$ cat src/rtl/fifo_sync_param_if.sv
// FIFO data/control bundle: master drives data_in/push/pop/clr, slave returns head data, level and flags.
interface fifo_sync_param_if #(
  parameter int WIDTH = 8,
  parameter int DEPTH = 4
);
  localparam int AW = $clog2(DEPTH);

  logic             clr;
  logic [WIDTH-1:0] data_in;
  logic             push;
  logic             pop;
  logic [WIDTH-1:0] data_out;
  logic             empty;
  logic             full;
  logic             almost_empty;
  logic             almost_full;
  logic [AW:0]      level;
  logic             overflow;
  logic             underflow;

  modport master (
    output clr, data_in, push, pop,
    input  data_out, empty, full, almost_empty, almost_full, level, overflow, underflow
  );

  modport slave (
    input  clr, data_in, push, pop,
    output data_out, empty, full, almost_empty, almost_full, level, overflow, underflow
  );
endinterface

$ cat src/rtl/fifo_sync_param.sv
// Parametrised FWFT sync FIFO; FIFO_EDGE_STROBE_EN turns push/pop into rising-edge strobes (one op per assertion).
// Push visible on data_out one edge later; full drops pushes (sticky overflow), empty ignores pops (sticky underflow).
module fifo_sync_param #(
  parameter int WIDTH      = 8,
  parameter int DEPTH      = 4,
  parameter int AW         = $clog2(DEPTH),
  parameter int AFULL_LVL  = DEPTH - 1,
  parameter int AEMPTY_LVL = 1
) (
  input  logic               clk,
  input  logic               reset_n,
  fifo_sync_param_if.slave   bus
);

  localparam logic [AW:0] LVL_FULL   = (AW+1)'(DEPTH);
  localparam logic [AW:0] LVL_AFULL  = (AW+1)'(AFULL_LVL);
  localparam logic [AW:0] LVL_AEMPTY = (AW+1)'(AEMPTY_LVL);

  logic [WIDTH-1:0] mem [DEPTH];
  logic [AW-1:0]    wp;
  logic [AW-1:0]    rp;
  logic [AW:0]      level;
  logic             overflow;
  logic             underflow;
  logic             push_e;
  logic             pop_e;
  logic             empty;
  logic             full;
  logic             wr;
  logic             rd;

`ifdef FIFO_EDGE_STROBE_EN
  logic push_q;
  logic pop_q;

  always_ff @(posedge clk or negedge reset_n) begin
    if (!reset_n) begin
      push_q <= 1'b0;
      pop_q  <= 1'b0;
    end else begin
      push_q <= bus.push;
      pop_q  <= bus.pop;
    end
  end

  assign push_e = bus.push & ~push_q;
  assign pop_e  = bus.pop  & ~pop_q;
`else
  assign push_e = bus.push;
  assign pop_e  = bus.pop;
`endif

  assign empty = (level == '0);
  assign full  = (level == LVL_FULL);
  // A pop in the same cycle frees the slot, so a push into a full FIFO is still accepted.
  assign wr    = push_e & (~full | pop_e);
  assign rd    = pop_e & ~empty;

  always_ff @(posedge clk) begin
    if (wr && !bus.clr) begin
      mem[wp] <= bus.data_in;
    end
  end

  always_ff @(posedge clk or negedge reset_n) begin
    if (!reset_n) begin
      wp        <= '0;
      rp        <= '0;
      level     <= '0;
      overflow  <= 1'b0;
      underflow <= 1'b0;
    end else if (bus.clr) begin
      wp        <= '0;
      rp        <= '0;
      level     <= '0;
      overflow  <= 1'b0;
      underflow <= 1'b0;
    end else begin
      if (wr) wp <= wp + AW'(1);
      if (rd) rp <= rp + AW'(1);
      if (wr && !rd)      level <= level + (AW+1)'(1);
      else if (rd && !wr) level <= level - (AW+1)'(1);
      if (push_e && full && !pop_e) overflow  <= 1'b1;
      if (pop_e && empty)           underflow <= 1'b1;
    end
  end

  assign bus.data_out     = empty ? '0 : mem[rp];
  assign bus.empty        = empty;
  assign bus.full         = full;
  assign bus.almost_empty = (level <= LVL_AEMPTY);
  assign bus.almost_full  = (level >= LVL_AFULL);
  assign bus.level        = level;
  assign bus.overflow     = overflow;
  assign bus.underflow    = underflow;

endmodule

$ cat src/flat_wrapper.sv
// flat-port wrapper written by rule: the top's interface ports become plain ports
module fifo_sync_param_flat 
#(
  parameter int WIDTH      = 8,
  parameter int DEPTH      = 4,
  parameter int AW         = $clog2(DEPTH),
  parameter int AFULL_LVL  = DEPTH - 1,
  parameter int AEMPTY_LVL = 1
)
  (clk, reset_n, bus_clr, bus_data_in, bus_push, bus_pop, bus_data_out, bus_empty, bus_full, bus_almost_empty, bus_almost_full, bus_level, bus_overflow, bus_underflow);
  fifo_sync_param_if #(.WIDTH(WIDTH), .DEPTH(DEPTH)) bus_i ();
  input  logic clk;
  input  logic reset_n;
  input wire logic [$bits(bus_i.clr)-1:0] bus_clr;
  input wire logic [$bits(bus_i.data_in)-1:0] bus_data_in;
  input wire logic [$bits(bus_i.push)-1:0] bus_push;
  input wire logic [$bits(bus_i.pop)-1:0] bus_pop;
  output wire logic [$bits(bus_i.data_out)-1:0] bus_data_out;
  output wire logic [$bits(bus_i.empty)-1:0] bus_empty;
  output wire logic [$bits(bus_i.full)-1:0] bus_full;
  output wire logic [$bits(bus_i.almost_empty)-1:0] bus_almost_empty;
  output wire logic [$bits(bus_i.almost_full)-1:0] bus_almost_full;
  output wire logic [$bits(bus_i.level)-1:0] bus_level;
  output wire logic [$bits(bus_i.overflow)-1:0] bus_overflow;
  output wire logic [$bits(bus_i.underflow)-1:0] bus_underflow;
  assign bus_i.clr = bus_clr;
  assign bus_i.data_in = bus_data_in;
  assign bus_i.push = bus_push;
  assign bus_i.pop = bus_pop;
  assign bus_data_out = bus_i.data_out;
  assign bus_empty = bus_i.empty;
  assign bus_full = bus_i.full;
  assign bus_almost_empty = bus_i.almost_empty;
  assign bus_almost_full = bus_i.almost_full;
  assign bus_level = bus_i.level;
  assign bus_overflow = bus_i.overflow;
  assign bus_underflow = bus_i.underflow;
  fifo_sync_param #(.WIDTH(WIDTH), .DEPTH(DEPTH), .AW(AW), .AFULL_LVL(AFULL_LVL), .AEMPTY_LVL(AEMPTY_LVL)) u_core (.clk(clk), .reset_n(reset_n), .bus(bus_i));
endmodule
$ cat config.mk
export PLATFORM = sky130hd
export DESIGN_NAME = fifo_sync_param_flat
export DESIGN_NICKNAME = d
export VERILOG_FILES = /design/src/rtl/fifo_sync_param_if.sv /design/src/rtl/fifo_sync_param.sv /design/src/flat_wrapper.sv
export SDC_FILE = /design/constraint.sdc
export NUM_CORES = 1
export LEC_CHECK = 0
export BUFFER_PORTS_ARGS = -buffer_cell sky130_fd_sc_hd__buf_4
export CAP_MARGIN = 30
export CORE_ASPECT_RATIO = 0.9
export CORE_MARGIN = 2
export CORE_UTILIZATION = 45
export CTS_BUF_LIST = sky130_fd_sc_hd__clkbuf_16
export CTS_CLUSTER_DIAMETER = 60
export DETAILED_ROUTE_END_ITERATION = 12
export PLACE_DENSITY = 0.66
export SKIP_CTS_REPAIR_TIMING = 1
export SYNTH_ARGS = -nofsm -noshare
export SYNTH_HDL_FRONTEND = slang
export SYNTH_SLANG_ARGS = --single-unit
$ cat constraint.sdc
create_clock -name clk -period 2.3 [get_ports clk]
set_input_delay 0.115 -clock clk [delete_from_list [all_inputs] [get_ports clk]]
set_output_delay 0.115 -clock clk [all_outputs]
set_load 0.01 [all_outputs]
==> run metrics <==
Cell Rows=22; number of diodes=0; area post-placement=around 2200 um^2; ratio of cells with drive above 1 in the final layout=approximately 34%; synthesized area=just under 2000 um^2; CTS buffer count=5; worst slack, placed=between 0.2 and 0.25 ns; internal power=approximately 1.8 mW; DIE AREA=just under 5000 um^2; commonest cells in the synthesized netlist=32 x edfxtp_1, 9 x a21oi_1, 9 x and2_2, 9 x dfrtp_1, 9 x ha_1; share of the synthesized area in the top cell type=~50%; area of the core=slightly above 4000 um^2; max_cap viols=0; chip height=between 60 and 70 um; first-pass GRT wire length=about 5.6 mm; Achievable Freq=between 400 and 500 MHz; # H-tree levels=2; top area cells in the synthesized netlist=edfxtp_1 49%, dfrtp_1 11%, mux4_1 8.0%, ha_1 5.7%, and2_2 3.4%; Yosys cell types=38; P_leak=roughly 0.95 nW; largest net degree at the start of global routing=14; worst skew pair latency=about 0.27 ns; P&R area growth vs syn=21.2%; CP cell instances=inv_1 > ha_1 > and3b_2 > nor3_1 > and2_1; Pwr Density=roughly 1100 nW/um^2; # setup viols final=0; sw power=roughly 0.81 mW; Slew headroom=between 60 and 70%; slew of the pin with the lowest slew margin=~0.54 ns; syn avg cell area=between 10 and 15 um^2; Comb pwr share=38.6%; dominant synthesized flop cell=edfxtp_1; clock power share=between 20 and 25%; Final Hold Viols=0; Setup Skew=0.00380 ns; WL/cell=around 15 um; worst path required time=2.23 ns; Finished Layout Cells=228; IO Port Bufs=29; Post-Syn Nets=about 160; number of global-route vias before repair=1154; Async S/R FF share, synth=roughly 22%; GRT Total Usage=roughly 16%; via count=1165; Initial DRC Count=between 70 and 80; Clock Tree Root=clkbuf_16; final net count=189; largest area contributor in the netlist=edfxtp_1; hold path depth=1; Slew Viols, Final=0; post-synthesis sequential area ratio=between 60% and 70%; Final GP Congestion=0.828; critical path type=register to register; status=finished clean; Longest Clk Path Bufs=2; Final TNS setup=0 ns; DR DRC count=0; TritonCTS clock tree=yes; post-DP HPWL=2.47 mm; Pwr Total=~2.6 mW; Initial DRT Pass Iterations=4; Overflow after GRT=0; DR vias/cell=between 5 and 6; critical path arrival=between 2 and 2.5 ns; critical path fanouts, max=8; Reg clk slew, reported paths=about 0.050 ns; Synth Warn #=0; Setup WS post-layout=0.204 ns; sequential share of power=36.7%; antenna viol nets, final=0; starting density of the core=a little under half; DP Cell Count=roughly 220; Die X=around 74 um; max incr delay on CP=roughly 0.44 ns; antenna violations before repair=0; RSZ-0062 raised after global routing=no; sink count of the clock tree=between 40 and 50; sw frac=a little under a third; count leader, synth=edfxtp_1; crit share post-route=about nine tenths; critical path launch point type=register; CP Capture Type=register; synthesized instance count=134; reg2reg path depth=5; CP max-delay cell=and2_1; Post-Route WL=~3.5 mm; #FFs+latches synth=41; VDD IR max=about 0.8 mV; Final min period=between 2 and 2.5 ns; Post-synth EDFFs=32; post-route cell area=2390 um^2; I/O pin count=30; Worst Hold Class=primary input to register
==> metrics by stage <==
stage | utilization [%] | hold WS (ns)
after global routing | 57.6 | 0.0352
after global placement | 54.0 | -0.0513
after CTS | 57.3 | -0.344
after detailed placement | 54.0 | -0.0472
after floorplan | - | -0.181
final | 57.6 | 0.0393
==> placed cells by master, fill, tap and decap left out, drive strengths merged, types with 2 or more instances in the layout <==
master and n:
a21oi 9, edfxtp 32, a311oi 2, o21ai 7, clkinv 2, nor2b 2, clkbuf 5, buf 31
and2 13, inv 11, mux4 8, dfrtp 9, nand2b 3, nor2 8, ha 9
==> power by group through the flow <==
stage	Combinational [mW]	Clock [mW]	Sequential (mW)
4_1_cts	1.00	0.647	0.948
2_1_floorplan	0.634	0	0.931
5_1_grt	1.10	0.680	0.957
3_5_place_dp	0.999	0	0.963
3_3_place_gp	0.978	0	0.954
6_report	0.994	0.634	0.946
==> worst max-delay path: cells and delay by family (launching register included) <==
family,cells,cell delay (ns)
and+or+nand+nor,3,0.96
DFF,1,0.42
adders and majority gates,1,0.22
buffers and inverters,1,0.15
==> routing by layer <==
layer	track usage, %	share of wire [%]	up-vias
met1	21.3	48	573
met4	6.14	1.1	0
li1	-	-	568
met3	4.24	3.2	6
met2	24.9	48	18
met5	0	0	-
==> registers in the layout, summed over array words and instances, names as in the netlist <==
name,cells
u_core.bus.level,3
u_core.wp,2
u_core.mem,32
u_core.bus.underflow,1
u_core.bus.overflow,1
u_core.rp,2
==> final timing paths <==
check | from | end | slack (ns)
max reg2reg | u_core.bus.level[1]$_DFFE_PN0P_ | u_core.mem[3][4]$_DFFE_PP_ | 0.20
min | bus_data_in[0] | u_core.mem[0][0]$_DFFE_PP_ | 0.04
min reg2reg | u_core.bus.underflow$_DFFE_PN0P_ | u_core.bus.underflow$_DFFE_PN0P_ | 0.50
min in group asynchronous | reset_n | u_core.bus.underflow$_DFFE_PN0P_ | 0.20
max | u_core.bus.level[1]$_DFFE_PN0P_ | u_core.mem[3][4]$_DFFE_PP_ | 0.20
max in group asynchronous | reset_n | u_core.bus.level[0]$_DFFE_PN0P_ | 1.96
==> layout make-up <==
cell class | instances | area (um^2)
fillers | 328 | 1760
flip-flops and latches | 41 | 1190
multi-input cells | 77 | 709
repair buffers | 32 | 243
clock buffers | 5 | 125
well taps | 60 | 75.1
inverters | 10 | 40.0
clock inverters | 3 | 13.8
==> logic make-up after synthesis <==
logic type      after synthesis  share of synthesized area, %
flops                        41                          60.1
simple gates                 33                          10.6
compound gates               24                          7.86
buf+inv                      16                          3.99
mux                          10                          11.3
fa+ha+maj                     9                          5.70
xor+xnor                      1                         0.444
Note: power is estimated with default switching activity, not from simulation.
